File: config.mk
export PLATFORM = sky130hd
export DESIGN_NAME = nibble_serial_adder16
export DESIGN_NICKNAME = d
export VERILOG_FILES = /design/src/rtl/nibble_serial_adder16.sv
export SDC_FILE = /design/constraint.sdc
export NUM_CORES = 1
export LEC_CHECK = 0
export ABC_AREA = 1
export CELL_PAD_IN_SITES_DETAIL_PLACEMENT = 1
export CELL_PAD_IN_SITES_GLOBAL_PLACEMENT = 1
export CORE_MARGIN = 1
export CORE_UTILIZATION = 38
export DETAILED_ROUTE_END_ITERATION = 10
export HOLD_SLACK_MARGIN = 0.05
export PLACE_DENSITY_LB_ADDON = 0.1
export SLEW_MARGIN = 20
export SYNTH_ARGS = -nofsm -noshare
export SYNTH_HDL_FRONTEND = slang
export SYNTH_SLANG_ARGS = --single-unit
File: constraint.sdc
create_clock -name clk -period 3.2 [get_ports clk]
set_clock_uncertainty 0.1 [all_clocks]
set_input_delay 0.64 -clock clk [delete_from_list [all_inputs] [get_ports clk]]
set_output_delay 0.64 -clock clk [all_outputs]
set_load 0.1 [all_outputs]
File: src/rtl/nibble_serial_adder16.sv
// Digit-serial add/subtract: one 4-bit carry-lookahead slice walks the operands
// a nibble per cycle, LSB first, and publishes the full result on entry to StDone.
module nibble_serial_adder16 #(
  parameter int unsigned N_NIBBLES = 4,
  localparam int unsigned W = 4 * N_NIBBLES
) (
  input  logic         clk,
  input  logic         reset,
  input  logic         start,
  input  logic [W-1:0] x,
  input  logic [W-1:0] y,
  input  logic         cin,
  input  logic         sub,
  output logic         busy,
  output logic         done,
  output logic [W-1:0] sum,
  output logic         cout,
  output logic         ovf,
  output logic         zero
);

  localparam int unsigned KW = (N_NIBBLES > 1) ? $clog2(N_NIBBLES) : 1;
  localparam logic [KW-1:0] LastK = KW'(N_NIBBLES - 1);

  typedef enum logic [1:0] {StIdle, StRun, StDone} state_e;

  state_e state_q, state_d;

  logic [W-1:0]  a_q, b_q, work_q, work_d;
  logic [W-1:0]  sum_q;
  logic          carry_q;
  logic [KW-1:0] k_q;
  logic          cout_q, ovf_q, zero_q;

  logic          accept;
  logic          last_digit;
  logic [3:0]    a_dig, b_dig, g, p, s_dig;
  logic [4:0]    c;

  // Operands are only captured when no operation is in flight.
  assign accept     = start && (state_q != StRun);
  assign last_digit = (k_q == LastK);

  // State register
  always_ff @(posedge clk) begin
    if (reset) begin
      state_q <= StIdle;
    end else begin
      state_q <= state_d;
    end
  end

  // Next-state logic
  always_comb begin
    state_d = state_q;
    unique case (state_q)
      StIdle:  if (start) state_d = StRun;
      StRun:   if (last_digit) state_d = StDone;
      StDone:  state_d = start ? StRun : StIdle;
      default: state_d = StIdle;
    endcase
  end

  // Output decode
  always_comb begin
    busy = 1'b0;
    done = 1'b0;
    unique case (state_q)
      StRun:   busy = 1'b1;
      StDone:  done = 1'b1;
      default: ;
    endcase
  end

  // Single 4-bit carry-lookahead slice on digit k.
  always_comb begin
    a_dig = a_q[4*k_q +: 4];
    b_dig = b_q[4*k_q +: 4];
    g     = a_dig & b_dig;
    p     = a_dig ^ b_dig;
    c[0]  = carry_q;
    c[1]  = g[0] | (p[0] & c[0]);
    c[2]  = g[1] | (p[1] & g[0]) | (p[1] & p[0] & c[0]);
    c[3]  = g[2] | (p[2] & g[1]) | (p[2] & p[1] & g[0]) | (p[2] & p[1] & p[0] & c[0]);
    c[4]  = g[3] | (p[3] & g[2]) | (p[3] & p[2] & g[1]) | (p[3] & p[2] & p[1] & g[0])
          | (p[3] & p[2] & p[1] & p[0] & c[0]);
    s_dig = p ^ c[3:0];
  end

  always_comb begin
    work_d = work_q;
    work_d[4*k_q +: 4] = s_dig;
  end

  // Datapath: working registers advance in StRun; visible result only on the last digit.
  always_ff @(posedge clk) begin
    if (reset) begin
      a_q     <= '0;
      b_q     <= '0;
      work_q  <= '0;
      carry_q <= 1'b0;
      k_q     <= '0;
      sum_q   <= '0;
      cout_q  <= 1'b0;
      ovf_q   <= 1'b0;
      zero_q  <= 1'b1;
    end else if (accept) begin
      a_q     <= x;
      b_q     <= sub ? ~y : y;
      carry_q <= sub ? 1'b1 : cin;
      k_q     <= '0;
    end else if (state_q == StRun) begin
      work_q  <= work_d;
      carry_q <= c[4];
      if (last_digit) begin
        k_q    <= '0;
        sum_q  <= work_d;
        cout_q <= c[4];
        ovf_q  <= (a_q[W-1] == b_q[W-1]) && (work_d[W-1] != a_q[W-1]);
        zero_q <= (work_d == '0);
      end else begin
        k_q <= k_q + 1'b1;
      end
    end
  end

  assign sum  = sum_q;
  assign cout = cout_q;
  assign ovf  = ovf_q;
  assign zero = zero_q;

endmodule

==> flow_summary.json <==
{
  "drt_wl_total_um": 10000,
  "power_switching_mw": 0.661,
  "maxCapViolCount": 0,
  "htreeDepth": 3,
  "syn_area_sq_um": 3600,
  "final_cell_mix": "nor2_1 (94), nand2_1 (74), dfxtp_1 (72)",
  "final_common_cell": "nor2_1",
  "netlist_instances": 505,
  "first_pass_iters": 4,
  "comb_power_share": 0.201,
  "hp-class": "reg -> reg",
  "cts_tree": "done",
  "fin_crit_sh": 0.903,
  "critPathMaxFanout": 31,
  "path_clk_slew_ns": 0.08,
  "status": "completed",
  "switching_share": 0.309,
  "relSlewSlack": 0.646,
  "ir_drop_mv": 0.245,
  "grt_pass1_wl_um": 16700,
  "p_clk_frac": 0.337,
  "cts_made_buffers": 9,
  "grtUsageTotal": 0.216,
  "cellPowerDensity_nw_per_um2": 484,
  "cts_num_sinks": 72,
  "hold_buffers": 0,
  "synthTopCellsByArea": "dfxtp_1 (40%), nor2_1 (9.8%), o21ai_0 (9.3%), nand2_1 (7.7%), inv_1 (6.2%)",
  "die_h_um": 99.3,
  "clk_latency_ns": 0.35,
  "drt_iter0_markers": 120,
  "r2r_end": "zero",
  "worst_hold_slack_ns": 0.379,
  "r2r_cells": 13,
  "ys_ff_latch": 72,
  "fin_tns_setup_ns": 0,
  "synth_cell_types": 31,
  "synthDominantCellAreaShare": 0.401,
  "vias_per_cell": 5.08,
  "dp_hpwl_um": 7340,
  "ioPinCount": 58,
  "vias": 3426,
  "antenna_cells": 0,
  "nets": 608,
  "overflow": 0,
  "antenna_left": 0,
  "setup_violations": 0,
  "seq_area_frac_synth": 0.401,
  "rows": 35,
  "worstSetupEndpointType": "flip-flop",
  "synth.avg_cell_area_sq_um": 7.12,
  "fmax_mhz": 346,
  "drc": 0,
  "cp-endpoint": "zero",
  "worst_pin_slew_ns": 0.531,
  "die_area_sq_um": 9860,
  "dp.cells": 659,
  "cp_data_arrival_time_ns": 3.08,
  "synth.net_count": 554,
  "gp_congestion": 0.823,
  "fin_cells": 675,
  "core-area_sq_um": 9200,
  "grt_start_max_net_pins": 36,
  "synthToLayoutAreaGrowth_pct": 22.6,
  "rsz0062_at_grt": "no",
  "r2r-start": "k_q[0]",
  "hold_depth": 2,
  "drv_slew": 0,
  "pwr-share-seq": 0.462,
  "path_class": "reg -> reg",
  "layout-drive-gt1-share": 0.112,
  "r2r_setup_slack_ns": 0.31,
  "power.static_leakage_nw": 2.10,
  "initial_core_util": 0.391,
  "die_x_um": 99.3,
  "synth_top_area_cell": "dfxtp_1",
  "ys_warn_count": 0,
  "portBuffers": 57,
  "grt_pass1_vias": 3428,
  "drt-wirelength-per-cell_um": 14.8,
  "startpoint_type": "flip-flop",
  "cts_max_path_buffers": 2,
  "root_buffer": "clkbuf_8",
  "finalHoldViolations": 0,
  "startpoint": "k_q[0]",
  "antenna_found_initial": 0,
  "internal-power_mw": 1.48,
  "finalCriticalPeriod_ns": 2.89,
  "required_ns": 3.39
}
worst max-delay path, cell delays in order (launching register included):
cell and delay [ns]:
dfxtp_1 0.39, buf_4 0.33, o21ai_0 0.12, o22ai_1 0.33
fa_1 0.54, nand3_1 0.11, nor2_1 0.05, nor2_1 0.20
nand2_1 0.10, nor2_1 0.12, nand2_1 0.05, nor2_1 0.12
nand3_1 0.12, o21bai_2 0.14
cell type report:
type	instances	area (sq um)
inverter	68	259
clock buffer	9	124
timing repair buffer	67	593
fill	1214	4780
sequential	72	1440
clock inverter	7	72.6
tap	111	139
multi-input combinational	341	1780
power by group through the flow:
stage                     clock network (mW)  logic, mW  registers, mW
after floorplan                            0      0.294          0.995
after global placement                     0      0.417           1.01
after detailed placement                   0      0.431           1.01
after CTS                              0.740      0.433          0.986
final                                  0.721      0.430          0.987
after global routing                   0.778      0.491          0.993
layer usage:
metal | vias up | share of wire | GRT usage
met5 | - | 0 | 0
met4 | 0 | 0.0087 | 0.0554
met3 | 9 | 0.046 | 0.0394
met2 | 71 | 0.46 | 0.365
met1 | 1623 | 0.49 | 0.283
li1 | 1723 | - | -
cells by family after synthesis:
logic type	synth area share
AOI/OAI and AO/OA	0.194
xor gates and xnor gates	0.0390
adders and majority gates	0.0438
buffers and inverters	0.104
DFF	0.401
and+or+nand+nor	0.218
registers in the layout, indices dropped and copies added (netlist names):
name,cells
cout,1
zero,1
sum,16
carry_q,1
b_q,16
work_q,16
ovf,1
a_q,16
k_q,2
state_q,2
Yosys cell counts:
| cell | instances |
|---|---|
| buf_6 | 1 |
| o22ai_1 | 8 |
| o21ai_0 | 67 |
| nand2_2 | 1 |
| clkbuf_1 | 9 |
| or2_2 | 1 |
| nand2_1 | 74 |
| nand4_1 | 7 |
| a21oi_4 | 1 |
| o211ai_1 | 12 |
| buf_2 | 13 |
| o21bai_2 | 1 |
| xnor2_1 | 16 |
| nand3_2 | 1 |
| o21a_1 | 3 |
| inv_1 | 59 |
| nand3_1 | 14 |
| dfxtp_1 | 72 |
| buf_4 | 1 |
| nand3b_1 | 1 |
| ha_1 | 11 |
| o21bai_1 | 8 |
| inv_2 | 8 |
| a211oi_1 | 6 |
| a21oi_1 | 10 |
| clkinv_1 | 1 |
| nor2_1 | 94 |
| fa_1 | 1 |
| nor2_4 | 1 |
| o21ai_1 | 2 |
| a21oi_2 | 1 |
per-stage QoR:
stage          power, mW  setup WS (ns)   util  cell area, sq um
2_1_floorplan       1.29          0.593      -              3600
3_3_place_gp        1.42          0.530  0.458              4210
3_5_place_dp        1.44          0.365  0.458              4210
4_1_cts             2.16          0.300  0.479              4410
5_1_grt             2.26         0.0722  0.480              4410
6_report            2.14          0.309  0.480              4410
how the worst min path moves through the flow:
stage	end	start	slack [ns]
after floorplan	b_q[8]	b_q[8]	0.32
after global placement	b_q[6]	b_q[6]	0.35
after detailed placement	b_q[3]	b_q[3]	0.35
after CTS	b_q[3]	b_q[3]	0.39
after global routing	b_q[1]	b_q[1]	0.41
final	a_q[7]	a_q[7]	0.38
what timing repair did:
item                       4_1_cts  5_1_grt
buffers inserted                 0        0
gates resized for setup          0        1
setup endpoints to repair        0        1
(Power assumes the default switching activity.)
